File: config.mk
export PLATFORM = sky130hd
export DESIGN_NAME = lu_bitserial_driver
export DESIGN_NICKNAME = d
export VERILOG_FILES = /design/src/rtl/lu_bitserial_driver.sv
export SDC_FILE = /design/constraint.sdc
export NUM_CORES = 1
export LEC_CHECK = 0
export CORE_MARGIN = 3
export CORE_UTILIZATION = 47
export DETAILED_ROUTE_END_ITERATION = 12
export PLACE_DENSITY_LB_ADDON = 0.15
export RECOVER_POWER = 50
export SYNTH_ARGS = -nofsm -noshare
export SYNTH_HDL_FRONTEND = slang
export SYNTH_SLANG_ARGS = --single-unit
File: constraint.sdc
create_clock -name clk -period 1.8 [get_ports clk]
set_clock_uncertainty 0.2 [all_clocks]
set_input_delay 0.36 -clock clk [delete_from_list [all_inputs] [get_ports clk]]
set_output_delay 0.36 -clock clk [all_outputs]
set_load 0.02 [all_outputs]
File: src/rtl/lu_bitserial_driver.sv
// ---------------------------------------------------------------------------
// lu_bitserial_driver
//
// Drives a 4-bit logic operation through an external 1-bit logic unit (LU),
// one bit per cycle, LSB first, and returns the assembled 4-bit result.
//
// Ports
//   clk              rising-edge clock
//   reset_n          asynchronous, active-low reset
//   req_valid/ready  request handshake; req_a, req_b, req_op are captured
//                    at the accepting edge
//   req_op           bit1 = group (1 AND/NAND, 0 OR/NOR), bit0 = invert
//   lu_a, lu_b       operand bits presented to the external LU (registered)
//   lu_select_group  op[1] while shifting, 0 otherwise
//   lu_select_op     op[0] while shifting, 0 otherwise
//   lu_s             combinational result bit from the external LU
//   rsp_valid/ready  response handshake
//   rsp_result       assembled result; holds its value until the next result
//   rsp_mismatch     internal reference disagrees with rsp_result (RESP only)
//
// Handshakes: a transfer happens on a rising edge where valid and ready are
// both 1. valid is held until that edge; ready never depends on valid.
//
// Configuration
//   LU_DRV_SELFCHECK_EN  when defined, an internal reference result is
//                        computed from the captured operands and compared
//                        against the LU result; otherwise rsp_mismatch is 0.
//
// The FSM state register `state` (IDLE/SHIFT/RESP) and bit counter `cnt`
// are plain named signals for hierarchical observation.
// ---------------------------------------------------------------------------
module lu_bitserial_driver (
  input  logic       clk,
  input  logic       reset_n,
  input  logic       req_valid,
  output logic       req_ready,
  input  logic [3:0] req_a,
  input  logic [3:0] req_b,
  input  logic [1:0] req_op,
  output logic       lu_a,
  output logic       lu_b,
  output logic       lu_select_op,
  output logic       lu_select_group,
  input  logic       lu_s,
  output logic       rsp_valid,
  input  logic       rsp_ready,
  output logic [3:0] rsp_result,
  output logic       rsp_mismatch
);

  typedef enum logic [1:0] {
    IDLE  = 2'd0,
    SHIFT = 2'd1,
    RESP  = 2'd2
  } state_e;

  state_e     state;
  state_e     state_nxt;
  logic [1:0] cnt;
  logic [1:0] cnt_inc;
  logic [3:0] a_q;
  logic [3:0] b_q;
  logic [1:0] op_q;
  logic [2:0] acc_q;
  logic [3:0] result_q;
  logic       lu_a_q;
  logic       lu_b_q;
  logic       req_ready_q;
  logic       accept;
  logic       last_bit;

  assign accept   = (state == IDLE) && req_ready_q && req_valid;
  assign last_bit = (state == SHIFT) && (cnt == 2'd3);
  assign cnt_inc  = cnt + 2'd1;

  // Next-state logic.
  always_comb begin
    state_nxt = state;
    case (state)
      IDLE:    if (accept) state_nxt = SHIFT;
      SHIFT:   if (cnt == 2'd3) state_nxt = RESP;
      RESP:    if (rsp_ready) state_nxt = IDLE;
      default: state_nxt = IDLE;
    endcase
  end

  // State register. req_ready is registered from the next state so it is a
  // clean flop output that is 0 in reset and 1 from the first edge after.
  always_ff @(posedge clk or negedge reset_n) begin
    if (!reset_n) begin
      state       <= IDLE;
      req_ready_q <= 1'b0;
    end else begin
      state       <= state_nxt;
      req_ready_q <= (state_nxt == IDLE);
    end
  end

  // Datapath. lu_a/lu_b are loaded one cycle ahead of use: bit 0 at the
  // accepting edge, bit k+1 at the edge that samples bit k. The partial
  // result shifts in from the top so that after three samples acc_q holds
  // {b2,b1,b0}; the final sample completes the word straight into result_q,
  // so rsp_result only ever changes at the edge entering RESP.
  always_ff @(posedge clk or negedge reset_n) begin
    if (!reset_n) begin
      a_q      <= 4'd0;
      b_q      <= 4'd0;
      op_q     <= 2'd0;
      cnt      <= 2'd0;
      acc_q    <= 3'd0;
      result_q <= 4'd0;
      lu_a_q   <= 1'b0;
      lu_b_q   <= 1'b0;
    end else if (accept) begin
      a_q    <= req_a;
      b_q    <= req_b;
      op_q   <= req_op;
      cnt    <= 2'd0;
      lu_a_q <= req_a[0];
      lu_b_q <= req_b[0];
    end else if (state == SHIFT) begin
      cnt <= cnt_inc;
      if (last_bit) begin
        result_q <= {lu_s, acc_q};
        lu_a_q   <= 1'b0;
        lu_b_q   <= 1'b0;
      end else begin
        acc_q  <= {lu_s, acc_q[2:1]};
        lu_a_q <= a_q[cnt_inc];
        lu_b_q <= b_q[cnt_inc];
      end
    end
  end

`ifdef LU_DRV_SELFCHECK_EN
  logic [3:0] ref_result;
  logic       mismatch_q;

  assign ref_result = (op_q[1] ? (a_q & b_q) : (a_q | b_q)) ^ {4{op_q[0]}};

  always_ff @(posedge clk or negedge reset_n) begin
    if (!reset_n) begin
      mismatch_q <= 1'b0;
    end else if (last_bit) begin
      mismatch_q <= ({lu_s, acc_q} != ref_result);
    end
  end

  assign rsp_mismatch = mismatch_q && (state == RESP);
`else
  assign rsp_mismatch = 1'b0;
`endif

  assign req_ready       = req_ready_q;
  assign rsp_valid       = (state == RESP);
  assign rsp_result      = result_q;
  assign lu_a            = lu_a_q;
  assign lu_b            = lu_b_q;
  assign lu_select_group = (state == SHIFT) && op_q[1];
  assign lu_select_op    = (state == SHIFT) && op_q[0];

endmodule

Word level (Yosys, flattened, before mapping)
Index checks and enable logic that the tools add are counted.
- flip-flop bits (word level): 24
- latch bits: 0
- RAM bits: 0
- memory bits (read-only): 0
- logic and storage cells: 43
- memories kept: 0
- add/subtract/negate cells: 1
- multiply operators: 0
- divide/modulo/power cells: 0
- $lt $le $gt $ge: 1
- equal/unequal tests: 3
- shift-type cells: 0
- mux-type cells: 16
- bitwise operators: 2
- reductions and logical operators: 10
- operators with widths (kind ; count):
    two-way mux 2 bit ; 5
    two-way mux 1 bit ; 8
    case mux 2 bit (3 select lines) ; 1
    AND reduction 3 bit ; 2
    logical AND 1 bit ; 5
    binary-select mux 1 bit (select 2 bit) ; 2
    == test 2 bit (second input constant) ; 2
    logical NOT 2 bit ; 2
    < comparator 2 x 3 -> 1 bit (second input constant) ; 1
    adder 2 x 1 -> 2 bit (second input constant) ; 1
    == test 2 x 1 -> 1 bit (second input constant) ; 1
    inverter 1 bit ; 2
    nonzero test 2 bit ; 1

Depth between registers and ports, before layout
Gate-level depths: netlist of the first run.
- word-level depth: 6
- mapped depth: 5
- depth with buffers taken out: 4

Least setup slack after synthesis of the first run
Ideal clock, no wire load.
- path kind: register to register
- start point: reg cnt[0]
- end point: reg acc_q[2]
- arrival: 1326 ps
- required time: 1475 ps
- slack: 149 ps
- stages on the path, launching flop included: 4
- path through: dfrtp_1 ha_1 nor3b_2 mux2_2
- word-level cells in the longest chain between the ends: 4
- ends and longest elaborated chain (what ; line ; source):
    start: declaration ; 59 ; logic [1:0] cnt;
    start signal: assignment ; 122 ; cnt <= cnt_inc;
    == test 2 bit ; 73 ; assign last_bit = (state == SHIFT) && (cnt == 2'd3);
    logical AND 1 bit ; 73 ;
    inverter 1 bit (no source line) ; - ;
    AND reduction 3 bit (no source line) ; - ;
    end signal: assignment ; 128 ; acc_q <= {lu_s, acc_q[2:1]};
    end: declaration ; 64 ; logic [2:0] acc_q;
No other way between the ends.
A chain may end at the register's enable or synchronous reset.

Worst setup path after layout of the first run
- start point: reg state[0]
- end point: out lu_select_group
- word-level cells in the longest chain between the ends: 2
- ends and longest elaborated chain (what ; line ; source):
    start: declaration ; 57 ; state_e state;
    start signal: assignment ; 94 ; state <= state_nxt;
    == test 2 x 1 -> 1 bit ; 159 ; assign lu_select_group = (state == SHIFT) && op_q[1];
    logical AND 1 bit ; 159 ;
    end: declaration ; 43 ; output logic lu_select_group,
No other way between the ends.

==> results.sh, run 1 <==
export IMPL_htree_num_levels=1
export IMPL_numCtsBuffers=3
export IMPL_fin_tns_setup_ps=0
export IMPL_routed_wl_um=1955
export IMPL_fill_cells=157
export IMPL_r2r_end="b_q[3]$_DFFE_PN0P_"
export IMPL_synth_area_mm2=0.001045
export IMPL_final_period_utilization_pct=95.64
export IMPL_cts_tree="yes"
export IMPL_critPathKind="reg2out"
export IMPL_netlist_instances=77
export IMPL_setup_viol=0
export IMPL_area_growth_synth_to_final_pct=38.92
export IMPL_p_per_area_mw_per_mm2=1827
export IMPL_drt_iter0_drc=7
export IMPL_path_clk_slew_ps=130
export IMPL_endpoint="lu_select_group"
export IMPL_cp_arrival_ps=1160
export IMPL_firstDrtPassIters=4
export IMPL_report_final_slew_viol_count=0
export IMPL_die_h_um=53.15
export IMPL_clock_fmax_mhz=580.9
export IMPL_p_leak_nw=0.6673
export IMPL_coreArea_mm2=0.002042
export IMPL_vias_per_cell=5.108
export IMPL_portBuffers=24
export IMPL_required_ps=1240
export IMPL_antenna_cells=0
export IMPL_startpoint="state[0]$_DFF_PN0_"
export IMPL_cap_violations=0
export IMPL_wl_per_cell_um=14.06
export IMPL_clockRootBuffer="clkbuf_4"
export IMPL_insertion_delay_ps=300
export IMPL_rows=16
export IMPL_setup_worst_path_end_class="output port"
export IMPL_ys_warn_count=0
export IMPL_die_w_um=53.15
export IMPL_antenna_found_initial=0
export IMPL_cts_sinks=24
export IMPL_reg2regPathDepth=4
export IMPL_path_max_fanout=3
export IMPL_min_from="rsp_result[0]$_DFFE_PN0P_"
export IMPL_post_route_min_period_ps=1722
export IMPL_clk_path_buf_depth=2
export IMPL_hold_violations=0
export IMPL_r2r_start="state[0]$_DFF_PN0_"
export IMPL_avgSynthCellArea_um2=13.57
export IMPL_start_kind="register"
export IMPL_grt_pass1_wl_um=3284
export IMPL_maxSlewHeadroom_pct=61.29
export IMPL_dieArea_mm2=0.002824
export IMPL_holdWs_ps=315.3
export IMPL_finalInstanceArea_mm2=0.001451
export IMPL_utilization_pct=71.08
export IMPL_regToRegSetupSlack_ps=110
export IMPL_hp_class="reg2reg"
export IMPL_drive_above_1_share_pct=34.82
export IMPL_vias=710
export IMPL_nNetsFinal=129
export IMPL_seq_area_frac_synth_pct=57.49
export IMPL_grt_total_usage_pct=16.55
export IMPL_drtAntennaViolNets=0
export IMPL_dpl_instance_area_mm2=0.001370
export IMPL_drc_errors=0
export IMPL_ys_seq_elements=24
export IMPL_dpl_hpwl_um=1476
export IMPL_tightest_slew_ps=580.6
export IMPL_status="finished clean"
export IMPL_vdd_ir_drop_max_uv=1047
export IMPL_grt_pass1_vias=706
export IMPL_ys_types=24
export IMPL_io_pins=26
export IMPL_mappedNetlistNets=93
export IMPL_grt_max_degree=25
export IMPL_grt_overflow_total=0
export IMPL_gp_congestion=0.7652
export IMPL_start_util_pct=51.16
## how the worst min path moves through the flow
| stage | endpoint | slack (ps) | depth (start not counted) |
|---|---|---|---|
| after floorplan | a_q[0]$_DFFE_PN0P_ | -140 | 0 |
| after global placement | rsp_result[0]$_DFFE_PN0P_ | 290 | 1 |
| after detailed placement | op_q[0]$_DFFE_PN0P_ | 290 | 1 |
| after CTS | a_q[0]$_DFFE_PN0P_ | 200 | 2 |
| after global routing | rsp_result[0]$_DFFE_PN0P_ | 340 | 1 |
| final | rsp_result[0]$_DFFE_PN0P_ | 320 | 1 |
## timing repair
action	4_1_cts	5_1_grt
hold buffers	0	0
resized for setup	20	11
endpoints found under the setup margin	10	3
endpoints found under the hold margin	0	0
setup buffers	0	2
## stage by stage
| step | setup slack (ps) | total power [mW] | std cells |
|---|---|---|---|
| 2_1_floorplan | 149.4 | 1.755 | 77 |
| 3_3_place_gp | -89.84 | 2.215 | 133 |
| 6_report | 78.43 | 2.652 | 139 |
| 5_1_grt | -6.214 | 2.852 | 139 |
| 4_1_cts | 12.95 | 2.571 | 137 |
| 3_5_place_dp | -104.4 | 2.264 | 133 |
## registers in the layout (all words and copies together) (netlist names)
signal / flops
lu_b: 1
op_q: 2
rsp_result: 4
acc_q: 3
state: 2
b_q: 4
lu_a: 1
a_q: 4
cnt: 2
req_ready: 1
## cell families after synthesis
family                     Yosys count  synth area share, %
AOI/OAI and AO/OA                    4                2.515
xor gates and xnor gates             1               0.8385
adders and majority gates            1                1.197
buffers and inverters                7                3.832
DFF                                 24                57.49
muxes                               18                22.16
other                                1               0.3589
and+or+nand+nor                     21                11.62
## Yosys cell counts
library cell / number / share of area (%)
a211oi_1: 1 / 0.72
a22o_1: 1 / 0.84
and2_1: 2 / 1.2
and4bb_1: 1 / 1.2
buf_2: 2 / 0.96
buf_4: 1 / 0.72
buf_6: 1 / 1.1
conb_1: 1 / 0.36
dfrtp_1: 24 / 57
ha_1: 1 / 1.2
inv_1: 3 / 1.1
mux2_2: 13 / 14
mux2_4: 2 / 2.9
mux2i_1: 1 / 0.96
mux4_2: 2 / 4.3
nand2_1: 8 / 2.9
nand3b_1: 2 / 1.4
nand4_1: 2 / 1.2
nor2_1: 2 / 0.72
nor2b_1: 2 / 1.2
nor3b_2: 1 / 1.2
o21ai_0: 2 / 0.96
or2_1: 1 / 0.60
xnor2_1: 1 / 0.84
## worst max-delay path: stages, from the launching register on
cell and delay (ps):
dfrtp_1 430, nor2b_4 140, and2_1 160, buf_6 130
## area by class of cell
type,count,area (µm²),share of cell area [%]
clock inverter,1,30.03,2.069
timing repair buffer,35,331.6,22.84
inverter,3,11.26,0.7759
clock buffer,3,22.52,1.552
sequential,24,600.6,41.38
multi-input combinational,46,421.7,29.05
tap,27,33.78,2.328
## cells in the final DEF, fill, tap and decap left out, types with 2 or more instances in the layout
cell type / instances
dfrtp_1: 24
mux2_2: 13
clkdlybuf4s50_1: 13
nand2_1: 8
buf_4: 8
dlygate4sd2_1: 7
buf_6: 4
inv_1: 3
clkbuf_4: 3
nor2b_4: 2
mux4_2: 2
nand3b_1: 2
nand4_1: 2
nor2_1: 2
mux2_4: 2
o21ai_0: 2
## metal layers
metal	part of all wire, %	up-vias	GRT usage (%)
met5	0	-	0
met3	4.9	2	2.535
met4	0.41	0	6.383
met1	47	349	23.99
met2	47	23	24.79
li1	-	336	-
## power breakdown
part | switching [mW] | leakage [nW] | total (mW) | internal (mW)
registers | 0.154 | 0.290 | 0.967 | 0.813
logic | 0.552 | 0.350 | 1.31 | 0.754
clock network | 0.154 | 0.0279 | 0.379 | 0.225
total | 0.859 | 0.667 | 2.65 | 1.79
(Power assumes the default switching activity.)
==> run 2: changes to the inputs <==
--- a/config.mk
+++ b/config.mk
@@ -6,7 +6,8 @@
 export NUM_CORES = 1
 export LEC_CHECK = 0
 export CORE_MARGIN = 3
-export CORE_UTILIZATION = 47
+export CORE_UTILIZATION = 50
+export CTS_BUF_LIST = sky130_fd_sc_hd__clkbuf_4
 export DETAILED_ROUTE_END_ITERATION = 12
 export PLACE_DENSITY_LB_ADDON = 0.15
 export RECOVER_POWER = 50
==> run 2 against run 1 <==
Non-clock buffer count stayed put. Sequential power is 0.4% higher. Design area is 3.7% lower. Power is 6.0% lower. Routed wire length is 11% higher. Combinational power hardly changed.
==> results.sh, run 2 (synthesis results as in run 1) <==
export IMPL_fill_cells=148
export IMPL_maxSlewHeadroom_pct=61.00
export IMPL_clkPwrFrac_pct=9.4
export IMPL_numCtsBuffers=3
export IMPL_cap_violations=0
export IMPL_clock_fmax_mhz=562.6
export IMPL_switchingPower_mw=0.8853
export IMPL_cts_tree="yes"
export IMPL_portBuffers=24
export IMPL_path_max_fanout=13
export IMPL_gp_congestion=0.7121
export IMPL_path_clk_slew_ps=120
export IMPL_cts_hold_buf=0
export IMPL_htree_num_levels=1
export IMPL_coreArea_mm2=0.001839
export IMPL_setup_worst_path_end_class="register"
export IMPL_utilization_pct=75.99
export IMPL_final_period_utilization_pct=98.75
export IMPL_post_cts_resized=20
export IMPL_min_from="rsp_result[2]$_DFFE_PN0P_"
export IMPL_placed_cells=133
export IMPL_grt_pass1_wl_um=3650
export IMPL_post_cts_setup_buffer_count=0
export IMPL_rsz0062_at_grt="true"
export IMPL_cp_arrival_ps=1790
export IMPL_drc_errors=0
export IMPL_antenna_cells=0
export IMPL_critPathKind="reg2reg"
export IMPL_die_h_um=51.71
export IMPL_routed_wl_um=2171
export IMPL_insertion_delay_ps=310
export IMPL_io_pins=26
export IMPL_required_ps=1810
export IMPL_grt_overflow_total=0
export IMPL_vias=715
export IMPL_start_kind="register"
export IMPL_hold_path_depth=1
export IMPL_holdPathEnd="rsp_result[2]$_DFFE_PN0P_"
export IMPL_grt_total_usage_pct=19.53
export IMPL_p_total_mw=2.492
export IMPL_firstDrtPassIters=4
export IMPL_r2r_end="b_q[1]$_DFFE_PN0P_"
export IMPL_setup_viol=0
export IMPL_hold_violations=0
export IMPL_drive_above_1_share_pct=33.04
export IMPL_swShare_pct=35.52
export IMPL_wl_per_cell_um=15.85
export IMPL_clockRootBuffer="clkbuf_4"
export IMPL_report_final_slew_viol_count=0
export IMPL_reg2regPathDepth=5
export IMPL_seq_power_share_pct=39.0
export IMPL_grt_max_degree=25
export IMPL_start_util_pct=56.80
export IMPL_fin_tns_setup_ps=0
export IMPL_rows=15
export IMPL_cts_sinks=24
export IMPL_grt_pass1_vias=794
export IMPL_die_w_um=51.71
export IMPL_vdd_ir_drop_max_uv=1022
export IMPL_final_cells=137
export IMPL_dieArea_mm2=0.002674
export IMPL_vias_per_cell=5.219
export IMPL_tightest_slew_ps=585.0
export IMPL_post_route_min_period_ps=1778
export IMPL_nNetsFinal=129
export IMPL_p_int_mw=1.607
export IMPL_p_leak_nw=0.6513
export IMPL_drtAntennaViolNets=0
export IMPL_dpl_hpwl_um=1665
export IMPL_r2r_start="state[0]$_DFF_PN0_"
export IMPL_antenna_found_initial=0
export IMPL_area_growth_synth_to_final_pct=33.77
export IMPL_p_per_area_mw_per_mm2=1783
export IMPL_hp_class="reg2reg"
export IMPL_regToRegSetupSlack_ps=20
export IMPL_combinationalPowerShare_pct=51.6
export IMPL_drt_iter0_drc=9
export IMPL_status="finished clean"
export IMPL_holdWs_ps=313.3
export IMPL_clk_path_buf_depth=2
export IMPL_mostFrequentLayoutCells="24 x dfrtp_1, 13 x clkdlybuf4s50_1, 11 x mux2_2"
export IMPL_layout_commonest_cell="dfrtp_1"
run 2: routing by layer:
metal	up-vias	global-route usage, %	part of all wire, %
li1	331	-	-
met1	353	21.67	40
met2	23	34.11	51
met3	8	4.585	5.7
met4	0	10.92	2.8
met5	-	0	0
run 2: critical path, stage by stage (launching register included):
cell      delay (ps)
dfrtp_1          410
buf_4            140
buf_4            130
and4bb_1         310
buf_12           150
mux2_2           330
run 2: how the worst max path moves through the flow:
stage	slack, ps	from	depth (start not counted)	to
3_5_place_dp	-110	req_valid	4	b_q[2]$_DFFE_PN0P_
5_1_grt	-0.9	state[0]$_DFF_PN0_	5	b_q[1]$_DFFE_PN0P_
3_3_place_gp	-80	state[1]$_DFF_PN0_	3	lu_select_group
4_1_cts	30	state[0]$_DFF_PN0_	5	b_q[2]$_DFFE_PN0P_
6_report	20	state[0]$_DFF_PN0_	5	b_q[1]$_DFFE_PN0P_
2_1_floorplan	150	cnt[0]$_DFFE_PN0P_	3	acc_q[2]$_DFFE_PN0P_
run 2: power by group through the flow:
stage	combinational, mW	sequential [mW]	clock (mW)
CTS	1.28	0.969	0.241
detailed placement	1.34	0.985	0
finish	1.29	0.971	0.234
global placement	1.27	0.956	0
global route	1.39	1.00	0.274
floorplan	0.705	1.05	0
run 2: metrics by stage:
stage	area, µm²	setup WS (ps)
after detailed placement	1383	-106.3
after floorplan	1045	149.4
after global routing	1398	-0.8908
after CTS	1388	25.24
final	1398	22.49
after global placement	1383	-83.18
run 2: layout make-up:
cell class	count	area [µm²]	area share (%)
Sequential cell	24	600.6	42.97
Multi-Input combinational cell	46	416.7	29.81
Timing Repair Buffer	35	311.5	22.29
Tap cell	25	31.28	2.238
Clock buffer	3	22.52	1.611
Inverter	3	11.26	0.8057
Clock inverter	1	3.754	0.2686
